[src/rtl/filter_pass_sequencer.sv]
// Sequences alternating horizontal/vertical in-place filter passes over one frame,
// driving the address generator and aligning write-back to the filter pipeline.
module filter_pass_sequencer #(
    parameter int unsigned WIDTH        = 120,
    parameter int unsigned HEIGHT       = 240,
    parameter int unsigned ADDR_W       = $clog2(WIDTH * HEIGHT),
    parameter int unsigned RD_LAT       = 1,
    parameter int unsigned PIPE_LAT     = 4,
    parameter int unsigned MAX_PASSES_W = 4
) (
    input  logic                    clk,
    input  logic                    reset_n,
    input  logic                    start,
    input  logic [MAX_PASSES_W-1:0] num_passes,
    input  logic                    first_vertical,
    input  logic                    hold,
    output logic                    ac_go,
    output logic                    ac_vertical,
    input  logic [ADDR_W-1:0]       ac_addr,
    input  logic                    ac_line_first,
    input  logic                    ac_line_last,
    input  logic                    ac_frame_last,
    output logic                    rd_valid,
    output logic                    rd_line_first,
    output logic                    rd_line_last,
    output logic                    wr_en,
    output logic [ADDR_W-1:0]       wr_addr,
    output logic [MAX_PASSES_W-1:0] pass_idx,
    output logic                    busy,
    output logic                    done
);

    // Total read-to-write latency; DRAIN lasts exactly this many cycles.
    localparam int unsigned LAT     = RD_LAT + PIPE_LAT;
    localparam int unsigned DRAIN_W = $clog2(LAT + 1);

    typedef enum logic [1:0] {
        S_IDLE,
        S_ISSUE,
        S_DRAIN,
        S_DONE
    } state_e;

    state_e                  state_q, state_d;
    logic [MAX_PASSES_W-1:0] num_passes_q, num_passes_d;
    logic [MAX_PASSES_W-1:0] pass_idx_q, pass_idx_d;
    logic                    ac_vertical_q, ac_vertical_d;
    logic                    busy_q, busy_d;
    logic                    done_q, done_d;
    logic [DRAIN_W-1:0]      drain_cnt_q, drain_cnt_d;
    logic [LAT-1:0]          go_pipe_q, go_pipe_d;
    logic [ADDR_W-1:0]       addr_pipe_q [LAT];
    logic [ADDR_W-1:0]       addr_pipe_d [LAT];
    logic [RD_LAT-1:0]       lf_pipe_q, lf_pipe_d;
    logic [RD_LAT-1:0]       ll_pipe_q, ll_pipe_d;
    logic                    go_c;

    // Read issue is masked by hold only; the delay lines keep shifting regardless.
    assign go_c = (state_q == S_ISSUE) && !hold;

    // Next-state and pass bookkeeping.
    always_comb begin
        state_d       = state_q;
        num_passes_d  = num_passes_q;
        pass_idx_d    = pass_idx_q;
        ac_vertical_d = ac_vertical_q;
        drain_cnt_d   = drain_cnt_q;
        case (state_q)
            S_IDLE: begin
                if (start) begin
                    if (num_passes != '0) begin
                        num_passes_d  = num_passes;
                        pass_idx_d    = '0;
                        ac_vertical_d = first_vertical;
                        state_d       = S_ISSUE;
                    end else begin
                        state_d = S_DONE;
                    end
                end
            end
            S_ISSUE: begin
                // Generator wraps to address 0 on this advance.
                if (go_c && ac_frame_last) begin
                    drain_cnt_d = DRAIN_W'(LAT);
                    state_d     = S_DRAIN;
                end
            end
            S_DRAIN: begin
                drain_cnt_d = drain_cnt_q - DRAIN_W'(1);
                if (drain_cnt_q == DRAIN_W'(1)) begin
                    if (pass_idx_q == num_passes_q - MAX_PASSES_W'(1)) begin
                        state_d = S_DONE;
                    end else begin
                        pass_idx_d    = pass_idx_q + MAX_PASSES_W'(1);
                        ac_vertical_d = !ac_vertical_q;
                        state_d       = S_ISSUE;
                    end
                end
            end
            S_DONE: begin
                state_d = S_IDLE;
            end
            default: begin
                state_d = S_IDLE;
            end
        endcase
        busy_d = (state_d != S_IDLE);
        done_d = (state_d == S_DONE);
    end

    // Delay lines aligning read flags and write-back to the filter pipeline.
    always_comb begin
        go_pipe_d    = '0;
        lf_pipe_d    = '0;
        ll_pipe_d    = '0;
        go_pipe_d[0] = go_c;
        lf_pipe_d[0] = go_c && ac_line_first;
        ll_pipe_d[0] = go_c && ac_line_last;
        addr_pipe_d[0] = ac_addr;
        for (int i = 1; i < int'(LAT); i++) begin
            go_pipe_d[i]   = go_pipe_q[i-1];
            addr_pipe_d[i] = addr_pipe_q[i-1];
        end
        for (int i = 1; i < int'(RD_LAT); i++) begin
            lf_pipe_d[i] = lf_pipe_q[i-1];
            ll_pipe_d[i] = ll_pipe_q[i-1];
        end
    end

    // State and delay-line registers; reset discards in-flight writes.
    always_ff @(posedge clk or negedge reset_n) begin
        if (!reset_n) begin
            state_q       <= S_IDLE;
            num_passes_q  <= '0;
            pass_idx_q    <= '0;
            ac_vertical_q <= 1'b0;
            busy_q        <= 1'b0;
            done_q        <= 1'b0;
            drain_cnt_q   <= '0;
            go_pipe_q     <= '0;
            lf_pipe_q     <= '0;
            ll_pipe_q     <= '0;
            for (int i = 0; i < int'(LAT); i++) begin
                addr_pipe_q[i] <= '0;
            end
        end else begin
            state_q       <= state_d;
            num_passes_q  <= num_passes_d;
            pass_idx_q    <= pass_idx_d;
            ac_vertical_q <= ac_vertical_d;
            busy_q        <= busy_d;
            done_q        <= done_d;
            drain_cnt_q   <= drain_cnt_d;
            go_pipe_q     <= go_pipe_d;
            lf_pipe_q     <= lf_pipe_d;
            ll_pipe_q     <= ll_pipe_d;
            for (int i = 0; i < int'(LAT); i++) begin
                addr_pipe_q[i] <= addr_pipe_d[i];
            end
        end
    end

    assign ac_go         = go_c;
    assign ac_vertical   = ac_vertical_q;
    assign rd_valid      = go_pipe_q[RD_LAT-1];
    assign rd_line_first = lf_pipe_q[RD_LAT-1];
    assign rd_line_last  = ll_pipe_q[RD_LAT-1];
    assign wr_en         = go_pipe_q[LAT-1];
    assign wr_addr       = addr_pipe_q[LAT-1];
    assign pass_idx      = pass_idx_q;
    assign busy          = busy_q;
    assign done          = done_q;

endmodule

[config.mk]
export PLATFORM = sky130hd
export DESIGN_NAME = filter_pass_sequencer
export DESIGN_NICKNAME = d
export VERILOG_FILES = /design/src/rtl/filter_pass_sequencer.sv
export SDC_FILE = /design/constraint.sdc
export NUM_CORES = 1
export LEC_CHECK = 0
export CAP_MARGIN = 20
export CORE_ASPECT_RATIO = 1.4
export CORE_MARGIN = 2
export CORE_UTILIZATION = 50
export CTS_CLUSTER_SIZE = 30
export DETAILED_ROUTE_END_ITERATION = 12
export HOLD_SLACK_MARGIN = 0.12
export PLACE_DENSITY_LB_ADDON = 0.05
export SLEW_MARGIN = 25
export SYNTH_ARGS = -nofsm -noshare
export SYNTH_HDL_FRONTEND = slang
export SYNTH_SLANG_ARGS = --single-unit
[constraint.sdc]
create_clock -name clk -period 2.45 [get_ports clk]
set_clock_uncertainty 0.2 [all_clocks]
set_input_delay 0.3675 -clock clk [delete_from_list [all_inputs] [get_ports clk]]
set_output_delay 0.3675 -clock clk [all_outputs]
set_load 0.05 [all_outputs]
# Word-level counts from Yosys, hierarchy flattened
# Index checks and enable logic that the tools add are counted.
# word_totals
register_bits,98
word_cells,61
inputBits,27
# op_classes
muxes,18
n_eq_ne,11
reduce_logical,14
addsub,3
# op_table
cell,n
two-way mux 4 bit,4
two-way mux 2 bit,5
inequality test 2 bit (second input constant),4
one-hot mux 2 bit (4 select lines),1
one-hot mux 4 bit (2 select lines),1
== test 2 bit (second input constant),3
one-hot mux 3 bit (2 select lines),1
nonzero test 2 bit,3
AND reduction 5 bit,1
adder 4 x 1 -> 4 bit (second input constant),1
== test 4 bit,1
logical AND 1 bit,4
two-way mux 1 bit,4
nonzero test 4 bit,1
subtractor 4 x 1 -> 4 bit (second input constant),1
== test 3 x 1 -> 1 bit (second input constant),1
two-way mux 3 bit,1
AND reduction 3 bit,1
subtractor 3 x 1 -> 3 bit (second input constant),1
== test 2 x 1 -> 1 bit (second input constant),1
logical NOT 1 bit,2
logical NOT 2 bit,1
inequality test 2 x 1 -> 1 bit (second input constant),1
one-hot mux 1 bit (2 select lines),1
AND reduction 2 bit,1

# Depth between registers and ports, before layout
# Gate-level depths: netlist (run 1).
# depth
word_depth,6
ltp_mapped,7
ltp_nobuf,7

# Worst setup path before layout (run 1)
# No wires, ideal clock.
# synth_path
path_kind,register to output
startpoint,register state_q[0]
endpoint,output ac_go
n_path_buf,1
path_slack_ns,0.121
stages_incl_launch_ff,3
required_time_ns,1.882
t_arrival_ns,1.762
path_cell_list,dfrtp_1 buf_4 nor3b_1
# synth_via
elab_chain_cells,2
# synth_lines
element,line,rtl
"start, declared",44,"state_e state_q, state_d;"
"start signal, assigned",147,state_q <= state_d;
== test 2 x 1 -> 1 bit,59,assign go_c = (state_q == S_ISSUE) && !hold;
logical AND 1 bit,59,
"end, declared",17,"output logic ac_go,"
# No other way between the ends.

# Worst setup path after layout (run 1)
# layout_path
startpoint,register num_passes_q[0]
endpoint,register pass_idx_q[3] (netlist: pass_idx[3])
# layout_via
elab_chain_cells,4
# layout_lines
element,line,rtl
"start, declared",45,"logic [MAX_PASSES_W-1:0] num_passes_q, num_passes_d;"
"start signal, assigned",148,num_passes_q <= num_passes_d;
subtractor 4 x 1 -> 4 bit,91,if (pass_idx_q == num_passes_q - MAX_PASSES_W'(1)) begin
== test 4 bit,91,
inequality test 2 bit (no line),-,
AND reduction 5 bit (no line),-,
"end signal, assigned",149,pass_idx_q <= pass_idx_d;
"end, declared",46,"logic [MAX_PASSES_W-1:0] pass_idx_q, pass_idx_d;"
# No other way between the ends.
# A chain may end at the register's enable or synchronous reset.

==> results of run 1 <==
## repair_timing
action                                 4_1_cts  5_1_grt
endpoints found under the hold margin       67        0
setup endpoints to repair                    0        1
setup buffers                                0        2
hold buffers                                 1        0
## kinds of logic after synthesis
| logic type | synth area share (%) |
|---|---|
| AO/OA/AOI/OAI | 4.50 |
| XOR/XNOR | 2.59 |
| adder cells (fa/ha/maj) | 1.70 |
| buffers and inverters | 1.27 |
| flip-flops | 83.1 |
| multiplexers | 0.339 |
| AND/OR/NAND/NOR | 6.49 |
## layout make-up
| class | count | area (µm²) |
|---|---|---|
| fill | 404 | 1970 |
| clock buffer | 10 | 138 |
| inverter | 6 | 22.5 |
| multi-input combinational | 67 | 460 |
| sequential | 98 | 2450 |
| tap | 70 | 87.6 |
| timing repair buffer | 59 | 598 |
| clock inverter | 6 | 55.1 |
## worst max path at each step
stage                       end  slack [ns]  cells after the start
floorplan                 ac_go        0.12                      2
global placement    pass_idx[3]        0.12                      6
detailed placement  pass_idx[3]       -0.01                      6
CTS                 pass_idx[3]        0.10                      7
global route        pass_idx[3]        0.01                      7
finish              pass_idx[3]        0.12                      7
## worst reg2reg max path: stages, from the launching register on
cell	delay, ns
dfrtp_1	0.41
inv_1	0.06
ha_1	0.30
xnor2_1	0.16
nor3_1	0.09
a311o_1	0.44
or3_1	0.39
a21boi_1	0.20
## where the power goes
part | total (mW) | leakage, nW | internal [mW] | switching [mW]
combinational | 0.927 | 0.445 | 0.400 | 0.527
sequential | 1.94 | 1.17 | 1.80 | 0.138
clock | 0.969 | 0.0998 | 0.418 | 0.551
total | 3.84 | 1.71 | 2.62 | 1.21
## layout by cell type (no fill, tap or decap), types with 2 or more instances in the layout
cell type        synthesis  final
dfrtp_1                 98     98
clkdlybuf4s50_1          0     51
nand2_1                 11     11
clkbuf_8                 0     10
inv_1                    6      6
nor3_1                   5      5
o21ai_0                  5      5
buf_4                    1      5
xnor2_1                  4      4
a21oi_1                  4      4
ha_1                     4      4
nand2b_1                 3      3
and2_1                   3      3
a22o_1                   3      3
inv_6                    0      3
nor2b_1                  2      2
xor2_1                   2      2
o211ai_1                 2      2
nand3_1                  2      2
clkinv_4                 0      2
buf_12                   0      2
## metrics by stage
stage / hold WS [ns] / worst slack [ns]
detailed placement: 0.135 / -0.0109
CTS: 0.148 / 0.101
floorplan: -0.128 / 0.121
global placement: 0.131 / 0.123
finish: 0.150 / 0.123
global route: 0.148 / 0.0105
## layer usage
layer  GRT usage, %  share of wire, %
met3           4.29               5.2
met4           9.80               1.6
met5              0                 0
met1           18.1                40
met2           26.2                54
## state kept, by name, indices dropped and copies added (netlist names)
signal         cells
pass_idx           4
rd_line_first      1
wr_addr           15
ac_vertical        1
addr_pipe_d       60
go_pipe_q          5
busy               1
state_q            2
done               1
num_passes_q       4
drain_cnt_q        3
rd_line_last       1
==> results by group, run 1 <==
Global routing
  – Remaining Overflow, GRT: 0
  – GRT Total Usage: 16.0%
  – Vias in the first global route: 1509
  – First-pass GRT wire length: 7070 µm
  – Pin count of the biggest net entering global routing: 69
  – Antenna violations before repair: 0

Floorplan
  – Die width: a little under 70 µm
  – Core ar.: 5780 µm²
  – I/O pin total: 54
  – Initial Utilization: 51.0%
  – Die area: 6540 µm²
  – Row cnt: 33
  – Die height: 94.9 µm

Clock network
  – Post-CTS sizing: 0
  – Reg clk slew, reported paths: 0.09 ns
  – Cts bufs inserted: 9
  – Clk buf depth: 2
  – Latest clock arrival within the worst-skew pair: roughly 0.35 ns
  – CTS H-tree lvls: 3
  – Root Driver: clkbuf_8
  – Clock Sinks: 98
  – CTS tree: yes

Setup path
  – Worst-path cell chain: inv_1 > ha_1 > xnor2_1 > nor3_1 > a311o_1 > or3_1 > a21boi_1
  – Crit path capture type: flip-flop
  – Top Family by Delay on Critical Path: compound AO/OA/AOI/OAI gates
  – Slowest stage delay, CP: 0.44 ns
  – R2r startpoint: num_passes_q[0]
  – Worst path arrival time: 2.40 ns
  – Critical-path top delay cell: a311o_1
  – CP Launch Type: flip-flop
  – Crit path buf inv count: 1
  – R2r worst-path depth: 7
  – WS Path Type: reg2reg
  – Critical Path Source: num_passes_q[0]
  – Reg-to-Reg End: pass_idx[3]
  – CP Max Fanout: 7
  – WP data required: 2.52 ns
  – FF-to-FF setup slack: approximately 0.12 ns

Finish
  – End-of-flow core utilization: 66.0%
  – Final nets: 272
  – Non-Filler Instances: between 300 and 400
  – Share of post-route cells with drive strength above 1: approximately a tenth
  – Area grow syn2layout: 29.3%
  – Design area: 3810 µm²
  – Number of inserted diodes: 0

STA
  – Rel. slew slack: 45.7%
  – F_max: between 400 and 500 MHz
  – Final setup vio count: 0
  – Final period util: 95.0%
  – Fin. max-slew vios: 0
  – Slew @ Worst Pin: between 0.8 and 0.9 ns
  – Clock period minus final worst setup slack: between 2 and 2.5 ns
  – Total negative slack: 0 ns
  – Final Hold Fails: 0
  – RSZ-0062 raised after global routing: false

Power
  – Overall power: between 3 and 4 mW
  – Leakage: 1.71 nW
  – Power per cell area: roughly 1000 nW/µm²
  – Peak supply drop: 560 µV

Synthesis
  – Main flop type after synthesis: dfrtp_1
  – Yosys warnings: 0
  – Synthesized cell area: around 3000 µm²
  – Syn nets: 205
  – Top cells by count, synth: dfrtp_1 (98), nand2_1 (11), inv_1 (6)
  – EDFF count, synth: 0
  – Largest cells by area after synthesis: dfrtp_1 (83%), ha_1 (1.7%), nand2_1 (1.4%)
  – Async set-reset flop share out of synthesis: 100%
  – Avg Inst Size Synth: 17.0 µm²
  – FF+latch count, synth: 98
  – Seq/Total Area, Yosys: 83.1%
  – Yosys top cell area share: 83.1%
  – Gate Count Post-Synth: 174
  – Yosys top cell by area: dfrtp_1
  – Top-count cell post-synth: dfrtp_1
  – Number of library cell types mapped by synthesis: 34

Place
  – Placed Cells: between 200 and 300
  – Cell Area, Placed: 3600 µm²
  – Hpwl dp: 3060 µm
  – Port buffer count: 53
  – Placer Congestion: 0.730

Routing
  – WL final: 4390 µm
  – Drt first pass iters: 4
  – Routed WL per cell: 13.9 µm
  – Drt initial violations: about 150
  – Antenna viol nets, final: 0
  – DR vias/cell: 4.80
  – DR vias: 1518
  – Residual DRC: 0

Min path
  – Min-Delay Path Class: reg2reg
  – Hold depth: 0
  – Min-delay src: addr_pipe_d[59]
  – Hold Path End: addr_pipe_d[44]

Run
  – Max_cap viols: 0

Outcome
  – Status: finished, final reports clean
Note: power is estimated with default switching activity, not from simulation.
==> inputs of run 2 (changes only) <==
--- a/config.mk
+++ b/config.mk
@@ -13,6 +13,7 @@
 export DETAILED_ROUTE_END_ITERATION = 12
 export HOLD_SLACK_MARGIN = 0.12
 export PLACE_DENSITY_LB_ADDON = 0.05
+export SETUP_SLACK_MARGIN = 0.4
 export SLEW_MARGIN = 25
 export SYNTH_ARGS = -nofsm -noshare
 export SYNTH_HDL_FRONTEND = slang
==> results by group, run 2 (synthesized netlist as in run 1, its figures left out) <==
Routing
  – Drt first pass iters: 4
  – Residual DRC: 0
  – DR vias/cell: a little under 5
  – Routed WL per cell: 13.9 µm
  – Antenna viol nets, final: 0
  – DR vias: around 1500
  – WL final: 4440 µm
  – Drt initial violations: 148

Setup path
  – WS Path Type: reg2reg
  – Worst-path cell chain: inv_1 > ha_1 > nor2b_4 > a22oi_2 > a311o_1 > or4b_1 > nand2_1
  – Worst path arrival time: between 2 and 2.5 ns
  – WP data required: 2.54 ns
  – Crit path buf inv count: 1
  – Top Family by Delay on Critical Path: simple AND/OR/NAND/NOR gates
  – Slowest stage delay, CP: between 0.4 and 0.5 ns
  – CP Launch Type: flip-flop
  – CP Max Fanout: 5
  – Crit path capture type: flip-flop
  – Critical-path top delay cell: or4b_1

Finish
  – Max FFs per register: 60
  – Most common cell after layout, fill and taps aside: dfrtp_1
  – Number of inserted diodes: 0
  – Fill cells: 421
  – Most frequent cells in the layout: dfrtp_1 (95), clkdlybuf4s50_1 (25), dlygate4sd2_1 (25), nand2_1 (11), clkbuf_8 (10)
  – Multi-input gate area: 515 µm²
  – Register area: 2460 µm²
  – Share of post-route cells with drive strength above 1: 16.5%
  – End-of-flow core utilization: 66.9%
  – Non-Filler Instances: around 320
  – Design area: 3860 µm²
  – Final nets: approximately 280
  – Area grow syn2layout: 31.0%

Place
  – Placer Congestion: 0.822
  – Port buffer count: 53
  – Pre-CTS setup slack: 0.00837 ns
  – Cell Area, Placed: 3610 µm²
  – Placed Cells: roughly 300
  – Hpwl dp: 3050 µm

Min path
  – Min-Delay Path Class: reg2reg

Global routing
  – First-pass GRT wire length: 7480 µm
  – Vias in the first global route: 1661
  – Antenna violations before repair: 0
  – GRT Total Usage: between 10% and 20%
  – M1 GR Usage: 19.5%
  – Pin count of the biggest net entering global routing: 50
  – Remaining Overflow, GRT: 0
  – Met2 Track Usage GR: 26.1%
  – Top Usage Layer GRT: met2
  – Met3 Use GR: under 10%

Clock network
  – CTS H-tree lvls: 3
  – Clk buf depth: 2
  – CTS tree: yes
  – Clock Sinks: 98
  – Reg clk slew, reported paths: 0.10 ns
  – Cts bufs inserted: 9
  – Latest clock arrival within the worst-skew pair: around 0.35 ns
  – Root Driver: clkbuf_8

Outcome
  – Status: finished, final reports clean

STA
  – Clock period minus final worst setup slack: 2.04 ns
  – Final Hold Fails: 0
  – Total negative slack: 0 ns
  – Slew @ Worst Pin: a little over 0.6 ns
  – Final setup vio count: 0
  – RSZ-0062 raised after global routing: true
  – Rel. slew slack: ~59%
  – Final period util: 83.3%
  – F_max: 490 MHz
  – WHS: between 0.1 and 0.15 ns
  – Final worst slack: around 0.41 ns
  – Fin. max-slew vios: 0

Floorplan
  – I/O pin total: 54
  – Die height: 94.9 µm
  – Die area: 6540 µm²
  – Die width: 68.9 µm
  – Row cnt: 33
  – Initial Utilization: between 50% and 60%
  – Core ar.: ~5800 µm²

Power
  – Peak supply drop: between 600 and 700 µV
  – Power per cell area: 1010 nW/µm²
  – Overall power: 3.89 mW
  – Leakage: 1.80 nW

Run
  – Max_cap viols: 0
[run 2: cell type report]
cell class              count  area share, %
flip-flops and latches     98           63.5
repair buffers             62           15.3
multi-input cells          67           13.3
clock buffers              10           3.56
well taps                  70           2.27
clock inverters             6           1.39
inverters                   6          0.583
[run 2: path summary, 6_finish.rpt]
check	start	to	slack, ns	depth (start not counted)
max reg2reg	drain_cnt_q[1]	pass_idx[2]	0.41	7
max	drain_cnt_q[1]	pass_idx[2]	0.41	7
min	addr_pipe_d[46]	addr_pipe_d[31]	0.14	0
max in group asynchronous	reset_n	wr_addr[5]	1.00	3
min reg2reg	addr_pipe_d[46]	addr_pipe_d[31]	0.14	0
min in group asynchronous	reset_n	wr_addr[0]	0.37	2
[run 2: power breakdown]
part / internal [mW] / total, mW / leakage [nW] / switching (mW)
sequential: 1.81 / 1.95 / 1.16 / 0.141
combinational: 0.418 / 0.972 / 0.543 / 0.554
clock: 0.419 / 0.971 / 0.0962 / 0.552
[run 2: per-layer routing]
metal  wire length, µm  up-vias  part of all wire, %
met5                 0        -                    0
met1              1730      774                   39
met2              2440       55                   55
li1                  -      711                    -
met4                40        0                 0.90
met3               235        4                  5.3
[run 2: repair_timing]
action                                 in CTS  in global routing
pin swaps                                   2                  5
gates resized for setup                    28                 12
hold buffers                                1                  0
setup endpoints to repair                  28                  6
setup buffers                               3                  1
endpoints found under the hold margin      47                  0
